`config.mk`:
```
export PLATFORM = sky130hd
export DESIGN_NAME = cpu_run_ctrl_flat
export DESIGN_NICKNAME = d
export VERILOG_FILES = /design/src/rtl/cpu_run_ctrl_if.sv /design/src/rtl/cpu_run_ctrl.sv /design/src/flat_wrapper.sv
export SDC_FILE = /design/constraint.sdc
export NUM_CORES = 1
export LEC_CHECK = 0
export CAP_MARGIN = 20
export CELL_PAD_IN_SITES_DETAIL_PLACEMENT = 1
export CELL_PAD_IN_SITES_GLOBAL_PLACEMENT = 2
export CORE_ASPECT_RATIO = 0.5
export CORE_UTILIZATION = 24
export CTS_CLUSTER_DIAMETER = 120
export DETAILED_ROUTE_END_ITERATION = 6
export GPL_ROUTABILITY_DRIVEN = 0
export PLACE_DENSITY = 0.91
export SYNTH_ARGS = -nofsm -noshare
export SYNTH_HDL_FRONTEND = slang
export SYNTH_SLANG_ARGS = --single-unit
```
`constraint.sdc`:
```
create_clock -name clk -period 2.26 [get_ports clk]
set_input_delay 0.452 -clock clk [delete_from_list [all_inputs] [get_ports clk]]
set_output_delay 0.452 -clock clk [all_outputs]
set_load 0.01 [all_outputs]
```
`src/rtl/cpu_run_ctrl_if.sv`:
```
// Debug register-read channel between a debug requester (SSD display, trace dump)
// and the cpu_run_ctrl run-control sequencer.
interface cpu_run_ctrl_if;
  logic        dbg_rd_req;
  logic [4:0]  dbg_rd_idx;
  logic        dbg_rd_valid;
  logic [31:0] dbg_rd_data;

  modport master (
    output dbg_rd_req,
    output dbg_rd_idx,
    input  dbg_rd_valid,
    input  dbg_rd_data
  );

  modport slave (
    input  dbg_rd_req,
    input  dbg_rd_idx,
    output dbg_rd_valid,
    output dbg_rd_data
  );
endinterface

```
`src/rtl/cpu_run_ctrl.sv`:
```
// Run-control sequencer (halt / free-run / single-step / PC breakpoint) that gates the
// pipeline and lends register-file read port 1 to a debug requester while halted.
// Breakpoint logic is compiled in only when CPU_RUN_CTRL_BP_EN is defined.
module cpu_run_ctrl #(
  parameter int STEP_CYCLES = 1,
  parameter int CNT_W       = 32
) (
  input  logic             clk,
  input  logic             reset,
  input  logic             run_req,
  input  logic             halt_req,
  input  logic             step_req,
  input  logic             bp_valid,
  input  logic [31:0]      bp_addr,
  input  logic [31:0]      pc_if,
  output logic             cpu_en,
  output logic             halted,
  output logic             step_done,
  output logic             bp_hit,
  output logic [CNT_W-1:0] cycle_cnt,
  cpu_run_ctrl_if.slave    dbg,
  output logic             rf_dbg_sel,
  output logic [4:0]       rf_rd_idx,
  input  logic [31:0]      rf_rd_data
);

  typedef enum logic [1:0] {
    HALT = 2'b00,
    RUN  = 2'b01,
    STEP = 2'b10
  } state_e;

  state_e           state_q, state_d;
  logic             step_req_q;
  logic [7:0]       step_cnt_q, step_cnt_d;
  logic             step_done_q, step_done_d;
  logic             bp_hit_q, bp_hit_d;
  logic [CNT_W-1:0] cycle_cnt_q, cycle_cnt_d;
  logic             rd_pend_q, rd_pend_d;
  logic             rd_valid_q, rd_valid_d;
  logic [31:0]      rd_data_q, rd_data_d;
  logic [4:0]       rd_idx_q, rd_idx_d;
  logic             step_edge;
  logic             bp_match;
  logic             rd_accept;

`ifdef CPU_RUN_CTRL_BP_EN
  logic        bp_armed_q, bp_armed_d;
  logic [31:0] bp_addr_q;

  assign bp_match = bp_valid & bp_armed_q & (pc_if == bp_addr);

  // Disarm on a hit so a resume can move the held instruction past bp_addr.
  always_comb begin
    bp_armed_d = bp_armed_q;
    if (cpu_en || (bp_addr != bp_addr_q)) bp_armed_d = 1'b1;
    if (bp_hit_d) bp_armed_d = 1'b0;
  end

  always_ff @(posedge clk or negedge reset) begin
    if (!reset) begin
      bp_armed_q <= 1'b1;
      bp_addr_q  <= '0;
    end else begin
      bp_armed_q <= bp_armed_d;
      bp_addr_q  <= bp_addr;
    end
  end
`else
  logic unused_bp;
  assign unused_bp = ^{bp_valid, bp_addr, pc_if};
  assign bp_match  = 1'b0;
`endif

  assign step_edge = step_req & ~step_req_q;
  assign halted    = (state_q == HALT);
  assign rd_accept = halted & dbg.dbg_rd_req & ~rd_pend_q;

  always_comb begin
    cpu_en = 1'b0;
    case (state_q)
      RUN:     cpu_en = ~halt_req & ~bp_match;
      STEP:    cpu_en = ~halt_req;
      default: cpu_en = 1'b0;
    endcase
  end

  always_comb begin
    state_d     = state_q;
    step_cnt_d  = step_cnt_q;
    step_done_d = 1'b0;
    bp_hit_d    = 1'b0;
    case (state_q)
      HALT: begin
        if (!halt_req) begin
          if (step_edge) begin
            state_d    = STEP;
            step_cnt_d = 8'(STEP_CYCLES);
          end else if (run_req) begin
            state_d = RUN;
          end
        end
      end
      RUN: begin
        if (halt_req) begin
          state_d = HALT;
        end else if (bp_match) begin
          state_d  = HALT;
          bp_hit_d = 1'b1;
        end else if (!run_req) begin
          state_d = HALT;
        end
      end
      STEP: begin
        step_cnt_d = step_cnt_q - 8'd1;
        if (halt_req) begin
          state_d    = HALT;
          step_cnt_d = '0;
        end else if (step_cnt_q == 8'd1) begin
          state_d     = HALT;
          step_done_d = 1'b1;
        end
      end
      default: state_d = HALT;
    endcase

    cycle_cnt_d = cycle_cnt_q + CNT_W'(cpu_en);

    // A pending read completes only if the port is still ours; leaving HALT cancels it.
    rd_pend_d  = rd_accept;
    rd_valid_d = rd_pend_q & halted;
    rd_idx_d   = rd_accept ? dbg.dbg_rd_idx : rd_idx_q;
    rd_data_d  = (rd_pend_q & halted) ? rf_rd_data : rd_data_q;
  end

  always_ff @(posedge clk or negedge reset) begin
    if (!reset) begin
      state_q     <= HALT;
      step_req_q  <= 1'b0;
      step_cnt_q  <= '0;
      step_done_q <= 1'b0;
      bp_hit_q    <= 1'b0;
      cycle_cnt_q <= '0;
      rd_pend_q   <= 1'b0;
      rd_valid_q  <= 1'b0;
      rd_data_q   <= '0;
      rd_idx_q    <= '0;
    end else begin
      state_q     <= state_d;
      step_req_q  <= step_req;
      step_cnt_q  <= step_cnt_d;
      step_done_q <= step_done_d;
      bp_hit_q    <= bp_hit_d;
      cycle_cnt_q <= cycle_cnt_d;
      rd_pend_q   <= rd_pend_d;
      rd_valid_q  <= rd_valid_d;
      rd_data_q   <= rd_data_d;
      rd_idx_q    <= rd_idx_d;
    end
  end

  assign step_done        = step_done_q;
  assign bp_hit           = bp_hit_q;
  assign cycle_cnt        = cycle_cnt_q;
  assign rf_dbg_sel       = halted;
  assign rf_rd_idx        = rd_idx_q;
  assign dbg.dbg_rd_valid = rd_valid_q;
  assign dbg.dbg_rd_data  = rd_data_q;

endmodule

```
`src/flat_wrapper.sv`:
```
// flat-port wrapper written by rule: the top's interface ports become plain ports
module cpu_run_ctrl_flat 
#(
  parameter int STEP_CYCLES = 1,
  parameter int CNT_W       = 32
)
  (clk, reset, run_req, halt_req, step_req, bp_valid, bp_addr, pc_if, cpu_en, halted, step_done, bp_hit, cycle_cnt, rf_dbg_sel, rf_rd_idx, rf_rd_data, dbg_dbg_rd_req, dbg_dbg_rd_idx, dbg_dbg_rd_valid, dbg_dbg_rd_data);
  cpu_run_ctrl_if dbg_i ();
  input  logic clk;
  input  logic reset;
  input  logic run_req;
  input  logic halt_req;
  input  logic step_req;
  input  logic bp_valid;
  input  logic [31:0] bp_addr;
  input  logic [31:0] pc_if;
  output logic cpu_en;
  output logic halted;
  output logic step_done;
  output logic bp_hit;
  output logic [CNT_W-1:0] cycle_cnt;
  output logic rf_dbg_sel;
  output logic [4:0] rf_rd_idx;
  input  logic [31:0] rf_rd_data;
  input wire logic [$bits(dbg_i.dbg_rd_req)-1:0] dbg_dbg_rd_req;
  input wire logic [$bits(dbg_i.dbg_rd_idx)-1:0] dbg_dbg_rd_idx;
  output wire logic [$bits(dbg_i.dbg_rd_valid)-1:0] dbg_dbg_rd_valid;
  output wire logic [$bits(dbg_i.dbg_rd_data)-1:0] dbg_dbg_rd_data;
  assign dbg_i.dbg_rd_req = dbg_dbg_rd_req;
  assign dbg_i.dbg_rd_idx = dbg_dbg_rd_idx;
  assign dbg_dbg_rd_valid = dbg_i.dbg_rd_valid;
  assign dbg_dbg_rd_data = dbg_i.dbg_rd_data;
  cpu_run_ctrl #(.STEP_CYCLES(STEP_CYCLES), .CNT_W(CNT_W)) u_core (.clk(clk), .reset(reset), .run_req(run_req), .halt_req(halt_req), .step_req(step_req), .bp_valid(bp_valid), .bp_addr(bp_addr), .pc_if(pc_if), .cpu_en(cpu_en), .halted(halted), .step_done(step_done), .bp_hit(bp_hit), .cycle_cnt(cycle_cnt), .dbg(dbg_i), .rf_dbg_sel(rf_dbg_sel), .rf_rd_idx(rf_rd_idx), .rf_rd_data(rf_rd_data));
endmodule
```
==> results of run 1 <==
==> registers in the layout (all words and copies together) (netlist names) <==
name	count
u_core.state_q	2
u_core.step_cnt_q	8
u_core.dbg.dbg_rd_valid	1
u_core.step_done	1
u_core.rd_pend_q	1
u_core.cycle_cnt	32
u_core.dbg.dbg_rd_data	32
u_core.step_req_q	1
u_core.rf_rd_idx	5
==> metal layers <==
metal	up-vias	wire length [um]
met4	0	98
li1	1251	-
met3	11	238
met1	1367	3930
met2	38	5030
met5	-	0
==> through the flow <==
stage          TNS, ns  instances  util [%]  area (um^2)  hold WS, ns
5_1_grt              0        621      37.0         5380        0.189
3_3_place_gp    -0.129        604      34.8         5070        0.469
4_1_cts              0        621      36.9         5370        0.156
3_5_place_dp     -1.19        604      34.8         5070        0.470
6_report             0        621      37.0         5380        0.141
2_1_floorplan        0        282         -         3590        0.156
==> synth_stat cells (2+ instances only) <==
cell / n / area share (%)
nor3_1: 3 / 0.42
and4_1: 3 / 0.73
inv_1: 10 / 1.0
nor4_1: 2 / 0.35
o41ai_1: 2 / 0.49
nand2b_1: 2 / 0.35
nor2_1: 10 / 1.0
buf_6: 2 / 0.63
a21oi_1: 4 / 0.56
xor2_1: 4 / 0.98
buf_2: 5 / 0.70
xnor2_1: 26 / 6.3
and2_1: 3 / 0.52
nand3_1: 18 / 2.5
mux2_2: 37 / 12
and3_1: 5 / 0.87
buf_4: 2 / 0.42
dfrtp_1: 83 / 58
o31ai_1: 2 / 0.42
nand4_1: 11 / 1.9
o21ai_0: 10 / 1.4
ha_1: 7 / 2.4
nor3b_1: 2 / 0.42
nand2_1: 15 / 1.6
mux2i_1: 2 / 0.56
==> cells in the final DEF, fill, tap and decap left out, types with 10 or more instances in the layout <==
cell type,netlist,layout
inv_1,10,10
clkdlybuf4s50_1,0,114
nor2_1,10,10
xnor2_1,26,26
mux2_2,37,37
nand3_1,18,18
dfrtp_1,83,83
nand4_1,11,11
buf_4,2,20
nand2_1,15,15
o21ai_0,10,10
==> logic make-up (layout without fill, tap and decap cells) <==
family	Yosys count	in the layout	share of synthesized area, %
xor gates and xnor gates	30	30	7.31
AOI/OAI and AO/OA	21	21	4.25
muxes	40	40	12.6
adders and majority gates	7	7	2.44
other	1	1	0.104
DFF	83	83	57.8
and+or+nand+nor	80	80	12.6
buffers and inverters	20	161	2.89
==> how the worst max path moves through the flow <==
| stage | startpoint | to | cells after the start |
|---|---|---|---|
| 6_report | u_core.state_q[1] | halted | 3 |
| 5_1_grt | u_core.state_q[1] | u_core.cycle_cnt[31] | 10 |
| 4_1_cts | u_core.state_q[1] | halted | 3 |
| 3_5_place_dp | halt_req | u_core.cycle_cnt[14] | 8 |
| 3_3_place_gp | halt_req | u_core.cycle_cnt[14] | 8 |
| 2_1_floorplan | u_core.state_q[0] | u_core.cycle_cnt[14] | 9 |
==> timing repair <==
item / CTS / global route
buffers inserted: 1 / 0
setup endpoints to repair: 1 / 1
resized for setup: 1 / 1
==> report_power, final <==
group,switching [mW],total [mW],internal (mW)
clock network,0.634,1.50,0.869
registers,0.317,2.29,1.97
logic,1.00,2.44,1.44
==> worst register-to-register path, stage by stage (launching register included) <==
cell and delay, ns:
dfrtp_1 0.35, inv_1 0.07, ha_1 0.26, and2b_1 0.16, ha_1 0.19, buf_4 0.13
nand3_1 0.07, nor2_1 0.10, buf_4 0.22, nand4_1 0.20, xnor2_1 0.19
==> final cells by class <==
cell class                      count  share of cell area [%]
Clock buffer                       10                    4.26
Clock inverter                      6                    1.33
Inverter                           10                   0.698
Multi-Input combinational cell    179                    26.3
Sequential cell                    83                    38.6
Tap cell                          198                    4.60
Timing Repair Buffer              135                    24.2
==> results.json, run 1 <==
{
  "n_fill_cell": 1561,
  "slew_headroom_pct": 48.7,
  "syn_inst": 282,
  "cp-end-kind": "output port",
  "io_pins": 183,
  "regArea_mm2": 0.00208,
  "ff2ff_path_depth": 10,
  "grt_overflow_total": 0,
  "grt_pass1_vias": 2896,
  "cp_max_fo": 6,
  "syn_area_per_cell_um2": 12.7,
  "ys_seq_elements": 83,
  "hold_buffers": 0,
  "rrSetupSlack_ns": 0.19,
  "num_antenna_cells": 0,
  "powerDensity_mw_per_mm2": 1160,
  "ant_nets": 0,
  "tightestPinTransition_ns": 0.762,
  "htreeDepth": 3,
  "max-cap-violations": 0,
  "hold_violations": 0,
  "critical-path-top-delay-family": "buffers and inverters",
  "grt_max_degree": 50,
  "grtUsageMet1_pct": 14.8,
  "drc": 0,
  "area_delta_synth_final_pct": 49.8,
  "synth_cell_types": 37,
  "vias": 2667,
  "grtUsageMet2_pct": 22.5,
  "core_area_mm2": 0.0145,
  "cts_sinks": 83,
  "grt-busiest-layer": "met2",
  "clkTransAtPathRegs_ns": 0.07,
  "crit_required_ns": 1.81,
  "dieArea_mm2": 0.0155,
  "layout-drive-gt1-share_pct": 18.9,
  "fin_worst_skew_ns": 0.0101,
  "cts_tree": "built",
  "die_x_um": 175,
  "rows": 31,
  "firstDrtPassIters": 4,
  "leakagePower_nw": 2.27,
  "synth-edff-count": 0,
  "crit_chain": "inv_1, ha_1, clkdlybuf4s50_1",
  "cts_max_path_buffers": 2,
  "vias_per_cell": 4.29,
  "cts_made_buffers": 9,
  "cp_slowest_cell": "clkdlybuf4s50_1",
  "final_nets": 533,
  "portBuffers": 116,
  "clk_latency_ns": 0.34,
  "finalSetupViolCount": 0,
  "critPathMaxStageDelay_ns": 0.58,
  "multi_input_area_mm2": 0.00142,
  "grtUsageMet3_pct": 2.49,
  "drt-wirelength-per-cell_um": 15.0,
  "start_util_pct": 24.7,
  "crit_buf_inv": 2,
  "cp-start-kind": "register",
  "total_power_mw": 6.23,
  "dieHeight_um": 88.5,
  "finalCritPeriodShare_pct": 93.7,
  "reg2reg_from": "u_core.state_q[1]",
  "place_ws_ns": -0.157,
  "status": "completed",
  "grtUsageTotal_pct": 12.3,
  "ys.flop_type": "dfrtp_1",
  "drtIter0Drc": 111,
  "drv_slew": 0,
  "critPathArrivalTime_ns": 1.67,
  "synthesis.area_mm2": 0.00359,
  "dp_hpwl_um": 6860,
  "root_buffer": "clkbuf_16",
  "ys_seq_area_share_pct": 57.8,
  "rsz0062_at_grt": "false",
  "grt_first_pass_wirelength_um": 15000,
  "critical_path_class": "register to output port",
  "timing.final.ws_setup_ns": 0.141,
  "antenna_found_initial": 0,
  "vdd_drop_max_uv": 360,
  "synth_nets": 397,
  "yosysWarnings": 0,
  "max_freq_mhz": 472,
  "hold_path.class": "input port to asynchronous set/reset pin",
  "r2r_end": "u_core.cycle_cnt[31]",
  "finalCriticalPeriod_ns": 2.12,
  "ys_async_sr_fraction_pct": 100,
  "routed_wl_um": 9300
}
Note: power is estimated with default switching activity, not from simulation.
==> inputs of run 2 (changes only) <==
Clock period 2.26 ns to 2 ns, I/O delays scaled along.
==> results.json, run 2 (synthesis results as in run 1) <==
{
  "finalSetupViolCount": 0,
  "post_dp_cell_area_mm2": 0.00516,
  "clock_power_share_pct": 22.1,
  "portBuffers": 116,
  "cp-end-kind": "register",
  "cp_max_fo": 9,
  "drc": 0,
  "drtIter0Drc": 77,
  "grtUsageTotal_pct": 13.2,
  "p_sw_share_pct": 32.5,
  "status": "completed",
  "powerDensity_mw_per_mm2": 1310,
  "utilization_pct": 38.1,
  "hold_path.class": "input port to asynchronous set/reset pin",
  "max-cap-violations": 0,
  "antenna_found_initial": 0,
  "rows": 31,
  "final_common_cell": "clkdlybuf4s50_1",
  "final_nets": 541,
  "die_x_um": 175,
  "fin_worst_skew_ns": 0.00717,
  "num_antenna_cells": 0,
  "drt-wirelength-per-cell_um": 16.2,
  "power_switching_mw": 2.35,
  "layout-drive-gt1-share_pct": 23.0,
  "p_int_mw": 4.90,
  "hold_violations": 0,
  "critical_path_class": "register to register",
  "final.setup.tns_ns": 0,
  "cp-start-kind": "register",
  "final_cell_mix": "clkdlybuf4s50_1 (112), dfrtp_1 (83), mux2_2 (37)",
  "pwr-share-seq_pct": 36.3,
  "ant_nets": 0,
  "grt_first_pass_wirelength_um": 15900,
  "routed_wl_um": 10200,
  "finalCritPeriodShare_pct": 95.9,
  "finalCriticalPeriod_ns": 1.92,
  "io_pins": 183,
  "vdd_drop_max_uv": 470,
  "leakagePower_nw": 2.35,
  "drv_slew": 0,
  "cts_sinks": 83,
  "root_buffer": "clkbuf_16",
  "cts_tree": "built",
  "vias_per_cell": 4.35,
  "clk_latency_ns": 0.34,
  "crit_required_ns": 2.22,
  "grt_overflow_total": 0,
  "hold_buffers": 0,
  "area_delta_synth_final_pct": 54.4,
  "firstDrtPassIters": 4,
  "reg2reg_from": "u_core.state_q[1]",
  "grt_max_degree": 36,
  "cts_made_buffers": 9,
  "htreeDepth": 3,
  "total_power_mw": 7.25,
  "dp_hpwl_um": 7070,
  "n_fill_cell": 1541,
  "crit_path_start": "u_core.state_q[1]",
  "regArea_mm2": 0.00208,
  "fin_area_mm2": 0.00555,
  "cts_max_path_buffers": 2,
  "slew_headroom_pct": 61.9,
  "grt_pass1_vias": 2938,
  "tightestPinTransition_ns": 0.556,
  "dieArea_mm2": 0.0155,
  "vias": 2737,
  "clkTransAtPathRegs_ns": 0.07,
  "dieHeight_um": 88.5,
  "max_freq_mhz": 521,
  "core_area_mm2": 0.0145,
  "critPathArrivalTime_ns": 2.14,
  "comb_power_share_pct": 41.6,
  "multi_input_area_mm2": 0.00149,
  "start_util_pct": 24.7
}
==> run 2: cell count changes in the layout (fill, tap and decap cells not counted), moves of 2 or more <==
cell	previous run	this run
inv_2	0	2
buf_6	0	3
buf_4	20	22
clkdlybuf4s50_1	114	112
buf_12	0	3
ha_4	0	2
ha_1	7	4
nor2_4	0	2
clkinv_4	0	2
inv_1	10	8
nor2_1	10	8
==> run 2: path summary, 6_finish.rpt <==
kind                                         endpoint  slack (ns)  cells after the start
min in group clk                 u_core.cycle_cnt[17]        0.49                      1
max in group asynchronous  u_core.dbg.dbg_rd_data[13]        1.38                      2
min                              u_core.cycle_cnt[31]       0.003                      1
max                              u_core.cycle_cnt[26]        0.08                     10
max reg2reg                      u_core.cycle_cnt[26]        0.08                     10
min reg2reg                      u_core.cycle_cnt[17]        0.49                      1
==> run 2: area by class of cell <==
type,instances,share of cell area (%)
clock inverter,6,0.857
clock buffer,10,4.31
sequential,83,37.4
multi-input combinational,179,26.9
timing repair buffer,143,25.4
tap,198,4.47
inverter,10,0.677
==> run 2: worst max-delay path, cell delays in order, from the launching register on <==
cell     delay [ns]
dfrtp_1        0.36
inv_2          0.05
ha_2           0.30
and2b_2        0.18
ha_4           0.16
ha_4           0.15
nand2_4        0.07
nor2_4         0.11
buf_12         0.14
nand4_1        0.12
xnor2_1        0.16
==> run 2: through the flow <==
step	setup WS (ns)	cells	hold WS, ns
final	0.0815	629	0.00274
after global routing	-0.0317	629	0.0302
after CTS	-0.0237	626	0.0171
after detailed placement	-0.238	609	0.391
after global placement	-0.222	609	0.376
after floorplan	0.0158	282	0.104
==> run 2: power groups by stage <==
stage               clock [mW]  sequential [mW]  combinational (mW)
floorplan                    0             2.78                1.19
global placement             0             2.57                2.88
detailed placement           0             2.63                2.96
CTS                       1.65             2.61                2.98
global route              1.71             2.71                3.25
finish                    1.60             2.63                3.01
==> run 2: per-layer routing <==
| metal | share of wire, % | GRT usage, % | up-vias |
|---|---|---|---|
| met2 | 55 | 24.8 | 36 |
| met5 | 0 | 0 | - |
| li1 | - | - | 1269 |
| met3 | 2.4 | 3.01 | 16 |
| met1 | 40 | 14.8 | 1416 |
| met4 | 2.0 | 5.61 | 0 |
==> run 2: repair_timing <==
item / CTS / global route
setup endpoints to repair: 8 / 24
pin swaps: 1 / 5
setup buffers: 1 / 3
gates resized for setup: 8 / 12
